===== config.mk =====
export PLATFORM = sky130hd
export DESIGN_NAME = inst_mem_loader
export DESIGN_NICKNAME = d
export VERILOG_FILES = /design/src/rtl/inst_mem_loader_pkg.sv /design/src/rtl/inst_mem_loader_byte_packer.sv /design/src/rtl/inst_mem_loader.sv
export SDC_FILE = /design/constraint.sdc
export NUM_CORES = 1
export LEC_CHECK = 0
export CORE_ASPECT_RATIO = 2
export CORE_MARGIN = 2
export CORE_UTILIZATION = 51
export CTS_BUF_LIST = sky130_fd_sc_hd__clkbuf_8 sky130_fd_sc_hd__clkbuf_16
export DETAILED_ROUTE_END_ITERATION = 7
export PLACE_DENSITY_LB_ADDON = 0.2
export SLEW_MARGIN = 15
export SYNTH_ARGS = -nofsm -noshare
export SYNTH_HDL_FRONTEND = slang
export SYNTH_SLANG_ARGS = --single-unit

===== constraint.sdc =====
create_clock -name clk -period 1.85 [get_ports clk]
set_input_delay 0.185 -clock clk [delete_from_list [all_inputs] [get_ports clk]]
set_output_delay 0.185 -clock clk [all_outputs]
set_load 0.005 [all_outputs]

===== src/rtl/inst_mem_loader_pkg.sv =====
// Shared definitions for the instruction-memory boot loader.
// Holds the FSM state encoding and framing constants.
package inst_mem_loader_pkg;

    localparam int LDR_ST_WIDTH       = 3;
    localparam int LDR_BYTES_PER_WORD = 4;

    typedef enum logic [LDR_ST_WIDTH-1:0] {
        ST_LEN  = 3'd0,
        ST_DATA = 3'd1,
        ST_CSUM = 3'd2,
        ST_DONE = 3'd3,
        ST_ERR  = 3'd4
    } ldr_state_e;

endpackage


===== src/rtl/inst_mem_loader_byte_packer.sv =====
// Little-endian byte-to-word packer used for LEN and DATA fields.
// word_o/word_valid are valid in the cycle the 4th byte is presented.
module inst_mem_loader_byte_packer
    import inst_mem_loader_pkg::*;
(
    input  logic        clk,
    input  logic        rst_n,
    input  logic        clr,
    input  logic        byte_en,
    input  logic [7:0]  byte_in,
    output logic [31:0] word_o,
    output logic        word_valid
);

    localparam logic [1:0] LAST_IDX = 2'(LDR_BYTES_PER_WORD - 1);

    logic [1:0]  idx_q, idx_d;
    logic [23:0] acc_q, acc_d;

    assign word_o     = {byte_in, acc_q};
    assign word_valid = byte_en & (idx_q == LAST_IDX);

    // Place each incoming byte at its lane and advance the byte index.
    always_comb begin
        idx_d = idx_q;
        acc_d = acc_q;
        if (clr) begin
            idx_d = 2'd0;
            acc_d = 24'd0;
        end else if (byte_en) begin
            idx_d = idx_q + 2'd1;
            case (idx_q)
                2'd0:    acc_d[7:0]   = byte_in;
                2'd1:    acc_d[15:8]  = byte_in;
                2'd2:    acc_d[23:16] = byte_in;
                default: acc_d        = acc_q;
            endcase
        end
    end

    // Packer state registers.
    always_ff @(posedge clk or negedge rst_n) begin
        if (!rst_n) begin
            idx_q <= 2'd0;
            acc_q <= 24'd0;
        end else begin
            idx_q <= idx_d;
            acc_q <= acc_d;
        end
    end

endmodule


===== src/rtl/inst_mem_loader.sv =====
// Boot loader: receives a framed byte stream, writes instruction memory,
// and releases the core reset once the image checksum verifies.
module inst_mem_loader
    import inst_mem_loader_pkg::*;
#(
    parameter int CPU_WIDTH      = 32,
    parameter int MEM_ADDR_WIDTH = 8
) (
    input  logic                      clk,
    input  logic                      rst_n,
    input  logic                      load_start,
    input  logic                      in_valid,
    input  logic [7:0]                in_data,
    output logic                      in_ready,
    output logic                      mem_wen,
    output logic [MEM_ADDR_WIDTH-1:0] mem_waddr,
    output logic [CPU_WIDTH-1:0]      mem_wdata,
    output logic                      cpu_rst_n,
    output logic                      load_done,
    output logic                      load_err
);

    localparam logic [31:0] DEPTH = 32'd1 << MEM_ADDR_WIDTH;

    ldr_state_e                state_q, state_d;
    logic [31:0]               len_q, len_d;
    logic [MEM_ADDR_WIDTH:0]   cnt_q, cnt_d, cnt_inc;
    logic [7:0]                xor_q, xor_d;
    logic                      in_ready_q, in_ready_d;
    logic                      mem_wen_q, mem_wen_d;
    logic [MEM_ADDR_WIDTH-1:0] mem_waddr_q, mem_waddr_d;
    logic [CPU_WIDTH-1:0]      mem_wdata_q, mem_wdata_d;
    logic                      cpu_rst_n_q, cpu_rst_n_d;
    logic                      load_done_q, load_done_d;
    logic                      load_err_q, load_err_d;

    logic        xfer;
    logic        pk_en;
    logic [31:0] pk_word;
    logic        pk_last;

    // A byte offered alongside load_start belongs to no frame.
    assign xfer    = in_valid & in_ready_q & ~load_start;
    assign pk_en   = xfer & ((state_q == ST_LEN) | (state_q == ST_DATA));
    assign cnt_inc = cnt_q + 1'b1;

    inst_mem_loader_byte_packer u_packer (
        .clk        (clk),
        .rst_n      (rst_n),
        .clr        (load_start),
        .byte_en    (pk_en),
        .byte_in    (in_data),
        .word_o     (pk_word),
        .word_valid (pk_last)
    );

    // Frame FSM: length, data words, checksum, then terminal status.
    always_comb begin
        state_d     = state_q;
        len_d       = len_q;
        cnt_d       = cnt_q;
        xor_d       = xor_q;
        mem_wen_d   = 1'b0;
        mem_waddr_d = mem_waddr_q;
        mem_wdata_d = mem_wdata_q;
        cpu_rst_n_d = cpu_rst_n_q;
        load_done_d = load_done_q;
        load_err_d  = load_err_q;
        unique case (state_q)
            ST_LEN: begin
                if (xfer) xor_d = xor_q ^ in_data;
                if (pk_last) begin
                    len_d = pk_word;
                    if (pk_word > DEPTH) begin
                        state_d    = ST_ERR;
                        load_err_d = 1'b1;
                    end else if (pk_word == 32'd0) begin
                        state_d = ST_CSUM;
                    end else begin
                        state_d = ST_DATA;
                    end
                end
            end
            ST_DATA: begin
                if (xfer) xor_d = xor_q ^ in_data;
                if (pk_last) begin
                    mem_wen_d   = 1'b1;
                    mem_waddr_d = cnt_q[MEM_ADDR_WIDTH-1:0];
                    mem_wdata_d = CPU_WIDTH'(pk_word);
                    cnt_d       = cnt_inc;
                    if ({{(31-MEM_ADDR_WIDTH){1'b0}}, cnt_inc} == len_q)
                        state_d = ST_CSUM;
                end
            end
            ST_CSUM: begin
                if (xfer) begin
                    if (in_data == xor_q) begin
                        state_d     = ST_DONE;
                        load_done_d = 1'b1;
                        cpu_rst_n_d = 1'b1;
                    end else begin
                        state_d    = ST_ERR;
                        load_err_d = 1'b1;
                    end
                end
            end
            ST_DONE, ST_ERR: begin
                state_d = state_q;
            end
            default: begin
                state_d = ST_ERR;
            end
        endcase
        if (load_start) begin
            state_d     = ST_LEN;
            len_d       = 32'd0;
            cnt_d       = '0;
            xor_d       = 8'd0;
            mem_wen_d   = 1'b0;
            cpu_rst_n_d = 1'b0;
            load_done_d = 1'b0;
            load_err_d  = 1'b0;
        end
        in_ready_d = ~load_start &
                     ((state_d == ST_LEN) |
                      (state_d == ST_DATA) |
                      (state_d == ST_CSUM));
    end

    // State and registered outputs.
    always_ff @(posedge clk or negedge rst_n) begin
        if (!rst_n) begin
            state_q     <= ST_LEN;
            len_q       <= 32'd0;
            cnt_q       <= '0;
            xor_q       <= 8'd0;
            in_ready_q  <= 1'b0;
            mem_wen_q   <= 1'b0;
            mem_waddr_q <= '0;
            mem_wdata_q <= '0;
            cpu_rst_n_q <= 1'b0;
            load_done_q <= 1'b0;
            load_err_q  <= 1'b0;
        end else begin
            state_q     <= state_d;
            len_q       <= len_d;
            cnt_q       <= cnt_d;
            xor_q       <= xor_d;
            in_ready_q  <= in_ready_d;
            mem_wen_q   <= mem_wen_d;
            mem_waddr_q <= mem_waddr_d;
            mem_wdata_q <= mem_wdata_d;
            cpu_rst_n_q <= cpu_rst_n_d;
            load_done_q <= load_done_d;
            load_err_q  <= load_err_d;
        end
    end

    assign in_ready  = in_ready_q;
    assign mem_wen   = mem_wen_q;
    assign mem_waddr = mem_waddr_q;
    assign mem_wdata = mem_wdata_q;
    assign cpu_rst_n = cpu_rst_n_q;
    assign load_done = load_done_q;
    assign load_err  = load_err_q;

endmodule


==> metrics.cfg <==
[die]
start_util_pct=52.2
rows=53
die_h_um=151
fp.coreArea_um2=10500
ioPinCount=57
dieArea_um2=11600
die_x_um=77.3

[global_routing]
grt_use_total_pct=26.3
grt_pass1_vias=4633
grt_pass1_wl_um=23100
grt.overflow.total=0
antenna_found_initial=0
grt_max_degree=81

[final_layout]
insertedDiodeCount=0
layout-drive-gt1-share_pct=26.6
syn_to_final_growth_pct=37.0
postLayoutCoreUtil_pct=71.6
fin_nets=678
final_cells=811
nFillCells=801
fin_area_um2=7500

[place]
post-dp-hpwl_um=9800
dp_cells=772
placed_area_um2=6670
pre_cts_slack_ns=-0.434
gp_congestion=0.878
io_buffer_count=56

[sta]
period_minus_slack_ns=1.98
relSlewSlack_pct=58.0
hold_ws_ns=0.204
hold_viol=0
worst_pin_slew_ns=0.629
fin_crit_sh_pct=107
rsz0062_at_grt=true
drv_slew=0
worst_slack_ns=-0.130
finalSetupViolations=4
tns_ns=-0.285
max_clock_freq_mhz=505
skew_ns=0.00560

[routing]
wirelength_um=14300
post_drt_via_cell_ratio=5.51
vias=4469
drt-pass1-iter-count=6
drt_iter0_drc=228
route.detailed.drc=0
wl_per_cell_um=17.6
ant_nets=0

[setup_path]
critPathMaxFanout=3
crit_arrival_ns=2.29
start_kind=flop
critPathKind=flop to flop
worstPathRequired_ns=2.16
cp-end-kind=flop

[power_and_ir_drop]
power_mw=6.62
worst_ir_drop_vdd_uv=819
p_leak_nw=3.38
p_per_area_nw_per_um2=883

[clocking]
clkSlewWorstSetupHoldPaths_ns=0.06
htree_levels=4
clock_path_buffers=2
cts_sinks=122
clock_latency_ns=0.41
root_buffer=clkbuf_16
cts_tree=done
cts_buffers=17

[synth]
postSynthAreaPerCell_um2=10.0
ys_types=38
yosysWarnings=0
synth_area_um2=5470
synth_area_leaders=dfrtp_1, mux2_2, nand2_1
netlist.area_leader.share_pct=55.8
syn_inst=545
synth_nets=562
synth_top_area_cell=dfrtp_1
synth_seq_area_share_pct=55.8
ys_ff_latch=122

[status]
status=finished, violations left
violations=setup timing

[job]
drv_cap=0

[min_path]
hold_path.class=primary input to flop

## timing repair
action,CTS,global route
pin swaps,6,2
hold buffers,1,0
buffers inserted,6,1
endpoints found under the hold margin,122,0
gates resized for setup,22,4
setup endpoints to repair,5,29
## sequential cells by signal, indices dropped and copies added (netlist names), 2 cells and up
register        count
xor_q               8
len_q              32
u_packer.acc_q     24
mem_wdata          32
u_packer.idx_q      2
cnt_q               9
state_q             3
mem_waddr           8
## report_power, final
part | internal [mW] | switching (mW) | leakage (nW)
clock network | 2.30 | 1.23 | 0.305
logic | 0.145 | 0.225 | 1.38
registers | 2.70 | 0.0260 | 1.69
## area by class of cell
cell class | instances | area (um^2) | area share (%)
Clock buffer | 18 | 439 | 5.86
Clock inverter | 14 | 195 | 2.60
Inverter | 5 | 18.8 | 0.250
Multi-Input combinational cell | 377 | 2370 | 31.6
Sequential cell | 122 | 3060 | 40.8
Tap cell | 137 | 171 | 2.29
Timing Repair Buffer | 138 | 1240 | 16.6
## Yosys cell counts
library cell	number
clkbuf_1	34
mux2i_1	3
nand4_1	8
a31oi_1	2
and3_1	2
buf_2	1
nor3_1	8
a311oi_1	1
o211a_1	1
nand3_2	2
nor4_1	14
or3_1	4
inv_1	5
a211oi_1	2
buf_4	3
xnor2_1	18
dfrtp_1	122
nor3_2	1
o21ai_1	1
a32oi_1	1
nor2b_1	3
xor2_1	12
o21a_1	2
ha_1	5
o32ai_1	1
nor2_1	29
nand4bb_1	1
a21oi_2	1
or4_1	1
o21ai_0	6
o211ai_1	1
a32o_1	1
mux2_2	40
nand2_1	110
a21oi_1	63
buf_1	3
o2111ai_1	1
nand3_1	32
## cells by family (layout without fill, tap and decap cells)
family,after synthesis,count (layout),synth area share (%)
and+or+nand+nor,215,215,17.6
adders and majority gates,5,5,1.14
muxes,43,43,8.78
DFF,122,122,55.8
buffers and inverters,46,175,3.38
AOI/OAI and AO/OA,84,84,8.48
xor gates and xnor gates,30,30,4.80
## metal layers
metal  global-route usage (%)  part of all wire, %
met1                     25.8                   34
met2                     50.1                   59
met3                     4.92                  2.5
met4                     15.3                  4.3
met5                        0                    0
## layout by cell type, fill, tap and decap left out, types with 2 or more instances in the layout
cell type / n
clkinv_4: 2
a21oi_1: 62
dfrtp_1: 118
bufinv_16: 4
clkinvlp_4: 3
buf_12: 5
or3_1: 4
nor2_1: 27
inv_6: 3
buf_4: 74
nand4_1: 8
nor2_2: 2
nand3_4: 3
nor2b_1: 3
nor3_2: 3
nor4_1: 10
nand3_1: 31
nor4_4: 3
xor2_1: 12
mux2_2: 40
dfrtp_2: 4
ha_1: 4
buf_6: 3
nor3_1: 6
o21a_1: 2
inv_1: 5
a21oi_2: 2
a31oi_1: 2
o21ai_0: 6
xnor2_1: 18
nand2_1: 110
clkbuf_16: 17
mux2i_1: 3
clkdlybuf4s50_1: 54
## path summary, 6_finish.rpt
path,startpoint,end,slack (ns),cells past startpoint
max in group asynchronous,rst_n,len_q[2]$_DFFE_PN0P_,1.12,3
min in group asynchronous,rst_n,mem_waddr[7]$_DFFE_PN0P_,0.28,3
worst min-delay path,load_start,len_q[4]$_DFFE_PN0P_,0.20,3
worst min register to register,load_err$_DFFE_PN0P_,load_err$_DFFE_PN0P_,0.50,2
worst max register to register,u_packer.acc_q[4]$_DFFE_PN0P_,state_q[0]$_DFF_PN0_,-0.13,7
worst max-delay path,u_packer.acc_q[4]$_DFFE_PN0P_,state_q[0]$_DFF_PN0_,-0.13,7
## critical path, cell delays in order (launching register included)
cell and delay [ns]:
dfrtp_1 0.37, nor4_1 0.43, nand2_1 0.22, xor2_1 0.20, a32o_1 0.26, a31oi_1 0.15
o21ai_1 0.10, nor2b_1 0.15
No activity file was read; power rests on OpenSTA's default activity.
